`src/rtl/pll_lock_supervisor_pkg.sv`:
```
// rtl/pll_lock_supervisor_pkg.sv - shared state encoding and defaults for the PLL lock supervisor
package pll_lock_supervisor_pkg;

   typedef enum logic [1:0] {
      ST_RESET  = 2'd0,
      ST_WAIT   = 2'd1,
      ST_STABLE = 2'd2,
      ST_RUN    = 2'd3
   } state_t;

   localparam int PLL_RST_PULSE_DEF = 16;
   localparam int LOCK_STABLE_DEF   = 1024;
   localparam int LOCK_TIMEOUT_DEF  = 65536;

   // One shared phase counter serves all three waits, so it is sized for the longest.
   function automatic int cnt_width(input int a, input int b, input int c);
      int m;
      m = (a > b) ? a : b;
      m = (m > c) ? m : c;
      return (m > 1) ? $clog2(m) : 1;
   endfunction

endpackage

```
`src/rtl/reset_release_sync.sv`:
```
// rtl/reset_release_sync.sv - reset release chain: async clear, synchronous staged deassert
module reset_release_sync #(
   parameter int STAGES = 3
) (
   input  logic clk,
   input  logic rst_n,
   input  logic release_en,
   output logic resetn_out
);

   logic [STAGES-1:0] chain;

   always_ff @(posedge clk or negedge rst_n) begin
      if (!rst_n) begin
         chain <= '0;
      end else if (!release_en) begin
         chain <= '0;
      end else begin
         chain <= (chain << 1) | STAGES'(1);
      end
   end

   assign resetn_out = chain[STAGES-1];

endmodule

```
`src/rtl/pll_lock_supervisor.sv`:
```
// rtl/pll_lock_supervisor.sv - drives PLL reset, qualifies lock, releases downstream reset
module pll_lock_supervisor
   import pll_lock_supervisor_pkg::*;
#(
   parameter int RST_PULSE_CYCLES    = PLL_RST_PULSE_DEF,
   parameter int LOCK_STABLE_CYCLES  = LOCK_STABLE_DEF,
   parameter int LOCK_TIMEOUT_CYCLES = LOCK_TIMEOUT_DEF,
   parameter int RELEASE_STAGES      = 3,
   parameter int CNT_W               = 8
) (
   input  logic             clk,
   input  logic             resetn,
   input  logic             pll_lock,
   input  logic             soft_rst_req,
   output logic             pll_rst,
   output logic             sys_resetn,
   output logic             locked_ok,
   output logic [CNT_W-1:0] relock_cnt,
   output logic [CNT_W-1:0] timeout_cnt
);

   localparam int CW = cnt_width(RST_PULSE_CYCLES, LOCK_STABLE_CYCLES, LOCK_TIMEOUT_CYCLES);
   localparam logic [CW-1:0] RST_TC    = CW'(RST_PULSE_CYCLES - 1);
   localparam logic [CW-1:0] STABLE_TC = CW'(LOCK_STABLE_CYCLES - 1);
   localparam logic [CW-1:0] TIMEOUT_TC = CW'(LOCK_TIMEOUT_CYCLES - 1);

   state_t          state;
   logic [CW-1:0]   cnt;
   logic            lock_meta;
   logic            lock_s;
   logic            run_hold;

   always_ff @(posedge clk or negedge resetn) begin
      if (!resetn) begin
         lock_meta <= 1'b0;
         lock_s    <= 1'b0;
      end else begin
         lock_meta <= pll_lock;
         lock_s    <= lock_meta;
      end
   end

   always_ff @(posedge clk or negedge resetn) begin
      if (!resetn) begin
         state       <= ST_RESET;
         cnt         <= '0;
         pll_rst     <= 1'b1;
         locked_ok   <= 1'b0;
         relock_cnt  <= '0;
         timeout_cnt <= '0;
      end else if (soft_rst_req) begin
         state     <= ST_RESET;
         cnt       <= '0;
         pll_rst   <= 1'b1;
         locked_ok <= 1'b0;
      end else begin
         case (state)
            ST_RESET: begin
               if (cnt == RST_TC) begin
                  state   <= ST_WAIT;
                  cnt     <= '0;
                  pll_rst <= 1'b0;
               end else begin
                  cnt <= cnt + CW'(1);
               end
            end
            ST_WAIT: begin
               // A lock seen on the timeout cycle still wins.
               if (lock_s) begin
                  state <= ST_STABLE;
                  cnt   <= '0;
               end else if (cnt == TIMEOUT_TC) begin
                  state   <= ST_RESET;
                  cnt     <= '0;
                  pll_rst <= 1'b1;
                  if (~&timeout_cnt) timeout_cnt <= timeout_cnt + CNT_W'(1);
               end else begin
                  cnt <= cnt + CW'(1);
               end
            end
            ST_STABLE: begin
               if (!lock_s) begin
                  state <= ST_WAIT;
                  cnt   <= '0;
               end else if (cnt == STABLE_TC) begin
                  state     <= ST_RUN;
                  cnt       <= '0;
                  locked_ok <= 1'b1;
               end else begin
                  cnt <= cnt + CW'(1);
               end
            end
            ST_RUN: begin
               if (!lock_s) begin
                  state     <= ST_RESET;
                  cnt       <= '0;
                  pll_rst   <= 1'b1;
                  locked_ok <= 1'b0;
                  if (~&relock_cnt) relock_cnt <= relock_cnt + CNT_W'(1);
               end
            end
            default: begin
               state     <= ST_RESET;
               cnt       <= '0;
               pll_rst   <= 1'b1;
               locked_ok <= 1'b0;
            end
         endcase
      end
   end

   // Chain only shifts while RUN persists, so leaving RUN clears it on the same edge.
   assign run_hold = (state == ST_RUN) && lock_s && !soft_rst_req;

   reset_release_sync #(
      .STAGES(RELEASE_STAGES)
   ) u_release (
      .clk       (clk),
      .rst_n     (resetn),
      .release_en(run_hold),
      .resetn_out(sys_resetn)
   );

endmodule
```
`config.mk`:
```
export PLATFORM = sky130hd
export DESIGN_NAME = pll_lock_supervisor
export DESIGN_NICKNAME = d
export VERILOG_FILES = /design/src/rtl/pll_lock_supervisor_pkg.sv /design/src/rtl/reset_release_sync.sv /design/src/rtl/pll_lock_supervisor.sv
export SDC_FILE = /design/constraint.sdc
export NUM_CORES = 1
export LEC_CHECK = 0
export CAP_MARGIN = 15
export CELL_PAD_IN_SITES_DETAIL_PLACEMENT = 1
export CELL_PAD_IN_SITES_GLOBAL_PLACEMENT = 2
export CORE_UTILIZATION = 30
export CTS_BUF_LIST = sky130_fd_sc_hd__clkbuf_8
export CTS_CLUSTER_SIZE = 30
export DETAILED_ROUTE_END_ITERATION = 8
export PLACE_DENSITY_LB_ADDON = 0.1
export SLEW_MARGIN = 15
export SYNTH_ARGS = -nofsm -noshare
export SYNTH_HDL_FRONTEND = slang
export SYNTH_HIERARCHICAL = 1
export SYNTH_SLANG_ARGS = --single-unit
```
`constraint.sdc`:
```
create_clock -name clk -period 2.86 [get_ports clk]
set_input_delay 0.572 -clock clk [delete_from_list [all_inputs] [get_ports clk]]
set_output_delay 0.572 -clock clk [all_outputs]
set_load 0.005 [all_outputs]
```
# Word-level counts from Yosys, hierarchy flattened
# Index checks and enable logic that the tools add are counted.
[word_totals]
reg_bits = 41
wordCells = 71
in_bits = 4
[op_classes]
bitwise_logic = 4
n_mux = 28
eq_ne = 14
n_reduce_logical = 13
addsub = 3
[ops]
columns = ["operator", "n"]
rows = [
  ["$mux W16", 7],
  ["$pmux W16 S4", 1],
  ["$ne A3 B3 Y1 const B", 6],
  ["$add A16 B1 Y16 const B", 1],
  ["$add A8 B1 Y8 const B", 2],
  ["$eq A16 B10 Y1 const B", 1],
  ["$eq A16 B16 Y1 const B", 1],
  ["$eq A16 B4 Y1 const B", 1],
  ["$reduce_and A8 Y1", 2],
  ["$mux W2", 7],
  ["$reduce_and A4 Y1", 3],
  ["$reduce_and A5 Y1", 2],
  ["$mux W1", 9],
  ["$ne A4 B4 Y1 const B", 2],
  ["$pmux W2 S4", 1],
  ["$eq A2 B2 Y1 const B", 2],
  ["$not A1 Y1", 4],
  ["$reduce_bool A4 Y1", 1],
  ["$mux W3", 1],
  ["$pmux W1 S3", 1],
  ["$reduce_bool A3 Y1", 1],
  ["$eq A2 B1 Y1 const B", 1],
  ["$logic_and A1 B1 Y1", 2],
  ["$logic_not A2 Y1", 1],
  ["2 further kinds", 2],
]

# Logic depth before layout (Yosys ltp)
[depth]
word_depth = 5
mapped_depth = 8
depth_no_buf = 7

# By module
# Netlist, hierarchy kept.
[modules_own_cells]
columns = ["module", "instances", "seq_area_each_um2", "area_each_um2", "cells_each"]
rows = [
  ["pll_lock_supervisor", 1, 952.2, 1993.2, 201],
  ["reset_release_sync", 1, 75.1, 87.6, 5],
]

# Worst setup path after synthesis
# OpenSTA, ideal clock, no wires.
[synth_timing]
kind = "flip-flop to flip-flop"
start = "register cnt[0]"
end = "register cnt[8]"
synth_period_minus_slack_ns = 1.951
path_buffers = 1
setup_ns = 0.082
setup_slack_ns = 0.909
arrival_time_ns = 1.869
path_stages_with_launch = 9
cell_sequence = "dfrtp_1 -> ha_1 -> and3_4 -> and4_4 -> a211o_2 -> a31oi_4 -> buf_6 -> a41oi_1 -> a31oi_1"
[synth_between]
elab_chain_cells = 5
elab_cells_between_ends = 11
cone_classes = "1 x add/sub; 3 x eq/ne; 7 x mux"
[synth_rtl]
columns = ["item", "line_no", "source"]
rows = [
  ["from (decl)", "pll_lock_supervisor.sv:28", "logic [CW-1:0] cnt;"],
  ["from (signal assigned)", "pll_lock_supervisor.sv:64", "cnt <= cnt + CW'(1);"],
  ["from (signal assigned)", "pll_lock_supervisor.sv:78", "cnt <= cnt + CW'(1);"],
  ["from (signal assigned)", "pll_lock_supervisor.sv:90", "cnt <= cnt + CW'(1);"],
  ["$add A16 B1 Y16 (tied with other cells)", "pll_lock_supervisor.sv:64, pll_lock_supervisor.sv:78, pll_lock_supervisor.sv:90", ""],
  ["$mux W16, on equally long branches", "pll_lock_supervisor.sv:85, pll_lock_supervisor.sv:72", ""],
  ["$mux W16, on equally long branches", "pll_lock_supervisor.sv:82, pll_lock_supervisor.sv:69", ""],
  ["$pmux W16 S4 (*)", "pll_lock_supervisor.sv:57", "case (state)"],
  ["$mux W16 (*)", "pll_lock_supervisor.sv:51", "end else if (soft_rst_req) begin"],
]
# Mark *: on every way between the ends. The rest lies on a longest branch, timed or not.
# A chain may end at the register's enable or synchronous reset.

# Worst setup path in the final report
[layout_timing]
start = "register cnt[0]"
end = "register cnt[6]"
# Same word-level chain as after synthesis.

==> results.cfg <==
[cells_and_area]
drive_gt1_share_pct = 8.23
diodes = 0
final_common_cell = dfrtp_1
utilization_pct = 37.8
finish.net_count = 237
syn2layout_area_growth_pct = 18.5
mostFrequentLayoutCells = dfrtp_1, nand2_1, clkdlybuf4s50_1

[clock_tree]
cts_resized = 0
cts_buffers = 5
cts_hold_buf = 0
worstSkewPairLatency_ns = 0.29
h-tree-depth = 2
clkTransAtPathRegs_ns = 0.08
cts_setup_buffers = 0
cts_tree = done
cts-root-buf = clkbuf_8
cts_max_path_buffers = 2
cts.sinks = 41

[logic_synthesis]
ys_ff_latch = 41
synth-edff-count = 0
avgSynthCellArea_um2 = 10.1
synthTopCellsByArea = dfrtp_1, nand3_1, nand2_1
yosysUniqueCellTypes = 44
ys_seq_area_share_pct = 49.4
synth_area_leader_cell = dfrtp_1
synth_cells = 206
synthArstFlopShare_pct = 100
syn-cell-area_um2 = 2080
ys_warn_count = 6
yosysTopAreaCellShare_pct = 48.1
synth_flop_cell = dfrtp_1
synth_nets = 213

[worst_setup_path]
worst-endpoint-arrival_ns = 2.57
critPathMaxFanout = 21
regToRegSetupSlack_ns = 0.50
cp-start-kind = register
r2r-start = cnt[0]$_DFFE_PN0N_
r2r_cells = 7
cp-end-kind = register
worstPathRequired_ns = 3.07
rr_endpoint = cnt[6]$_DFFE_PN0N_
worstSetupPathType = register to register

[hold_path]
hold_depth = 0
whs_endpoint = lock_s$_DFF_PN0_
hold_start = lock_meta$_DFF_PN0_
hold_path.class = register to register

[outcome]
status = finished, final reports clean

[grt]
grt_usage_pct = 14.6
antenna_found_initial = 0
overflow = 0
grt_pass1_vias = 1758
grt_first_pass_wirelength_um = 8440
grt_max_degree = 42

[timing]
fmaxAchievable_ghz = 0.424
fin_tns_setup_ns = 0
rsz0062_at_grt = no
slew_headroom_pct = 37.1
fin_crit_ns = 2.36
maxSlewViolCount = 0
finalHoldViolations = 0
tightestPinTransition_ns = 0.944
fin_skew_ns = 0.00906
setup_violations = 0
period_share_pct = 82.5

[placed_design]
portBuffers = 22
gp_congestion = 0.792
dp_hpwl_um = 3510

[detailed_routing]
drtIter0Drc = 72
viasPerCell = 5.28
wire_per_inst_um = 15.9
drc = 0
dr_total_vias = 1626
drt-pass1-iter-count = 4
wirelength_um = 4890
drtAntennaViolNets = 0

[die]
core_um2 = 6530
die_w_um = 85.3
initial_utilization_pct = 31.9
core.rowCount = 29
fp.dieH_um = 85.3
boundaryPins = 23
die_area_um2 = 7270

[power]
ir_worst_vdd_mv = 0.218
leakage_uw = 0.00110
p_per_area_nw_per_um2 = 446

[run]
drv_cap = 0
-- Yosys cell counts (all sizes together) (2+ instances only) --
| master | instances |
|---|---|
| nand2 | 23 |
| a22o | 5 |
| and4 | 4 |
| buf | 3 |
| nand4 | 6 |
| o221ai | 2 |
| nor2 | 18 |
| nand2b | 3 |
| mux2 | 2 |
| xor2 | 5 |
| and3 | 6 |
| inv | 7 |
| xnor2 | 9 |
| dfrtp | 40 |
| a311oi | 3 |
| nand3 | 18 |
| nor4 | 3 |
| and2 | 6 |
| a21oi | 8 |
| mux2i | 2 |
| ha | 3 |
| o21ai | 9 |
| a31oi | 4 |
| clkbuf | 2 |
| a21o | 5 |
-- metrics by stage --
stage                     hold slack, ns  cells  total power, uW  setup WS, ns  instance area, um2
after floorplan                    0.276    206              625         0.909                2080
after global placement             0.336    300              648         0.515                2350
after detailed placement           0.339    300              651         0.452                2350
after CTS                          0.360    308             1120         0.497                2470
after global routing               0.381    308             1150         0.336                2470
final                              0.357    308             1100         0.500                2470
-- final cells by class --
cell class                      instances  area (um2)
Clock inverter                          3        42.5
Inverter                                7        26.3
Sequential cell                        41        1030
Multi-Input combinational cell        153         990
Timing Repair Buffer                   22         215
Fill cell                             755        4070
Clock buffer                            5        68.8
Tap cell                               77        96.3
-- cell families (layout without fill, tap and decap cells) --
kind of cell | after synthesis | after routing | synth area share (%)
compound gates | 42 | 42 | 15.6
xor+xnor | 14 | 14 | 5.89
fa+ha+maj | 3 | 3 | 1.80
buf+inv | 12 | 37 | 3.07
flops | 41 | 41 | 49.4
mux | 4 | 4 | 2.04
simple gates | 90 | 90 | 22.2
-- worst max path at each step --
stage	from	endpoint	slack [ns]
after floorplan	cnt[0]$_DFFE_PN0N_	cnt[8]$_DFFE_PN0N_	0.91
after global placement	soft_rst_req	timeout_cnt[1]$_DFFE_PN0P_	0.52
after detailed placement	soft_rst_req	timeout_cnt[1]$_DFFE_PN0P_	0.45
after CTS	cnt[0]$_DFFE_PN0N_	cnt[6]$_DFFE_PN0N_	0.50
after global routing	cnt[0]$_DFFE_PN0N_	cnt[6]$_DFFE_PN0N_	0.34
final	cnt[0]$_DFFE_PN0N_	cnt[6]$_DFFE_PN0N_	0.50
-- per-layer routing --
metal	track usage, %	wire length (um)
met5	0	0
met3	3.40	135
met2	23.8	2330
met1	18.8	2310
met4	6.06	107
-- registers in the layout, indices dropped and copies added (netlist names) --
name,count
timeout_cnt,8
relock_cnt,8
pll_rst,1
lock_s,1
state,2
u_release/chain,3
cnt,16
locked_ok,1
lock_meta,1
-- critical path, cell delays in order, from the launching register on --
cell and delay (ns):
dfrtp_1 0.42, ha_1 0.25, and3_4 0.17, and4_4 0.20, a211o_2 0.33, a31oi_4 0.55
o21ai_1 0.14, a31oi_1 0.20
-- power by group --
| group | internal, uW | total, uW | switching, uW |
|---|---|---|---|
| Sequential | 586 | 594 | 7.80 |
| Clock | 259 | 461 | 202 |
| Combinational | 15.9 | 44.2 | 28.3 |
No activity file was read; power rests on OpenSTA's default activity.
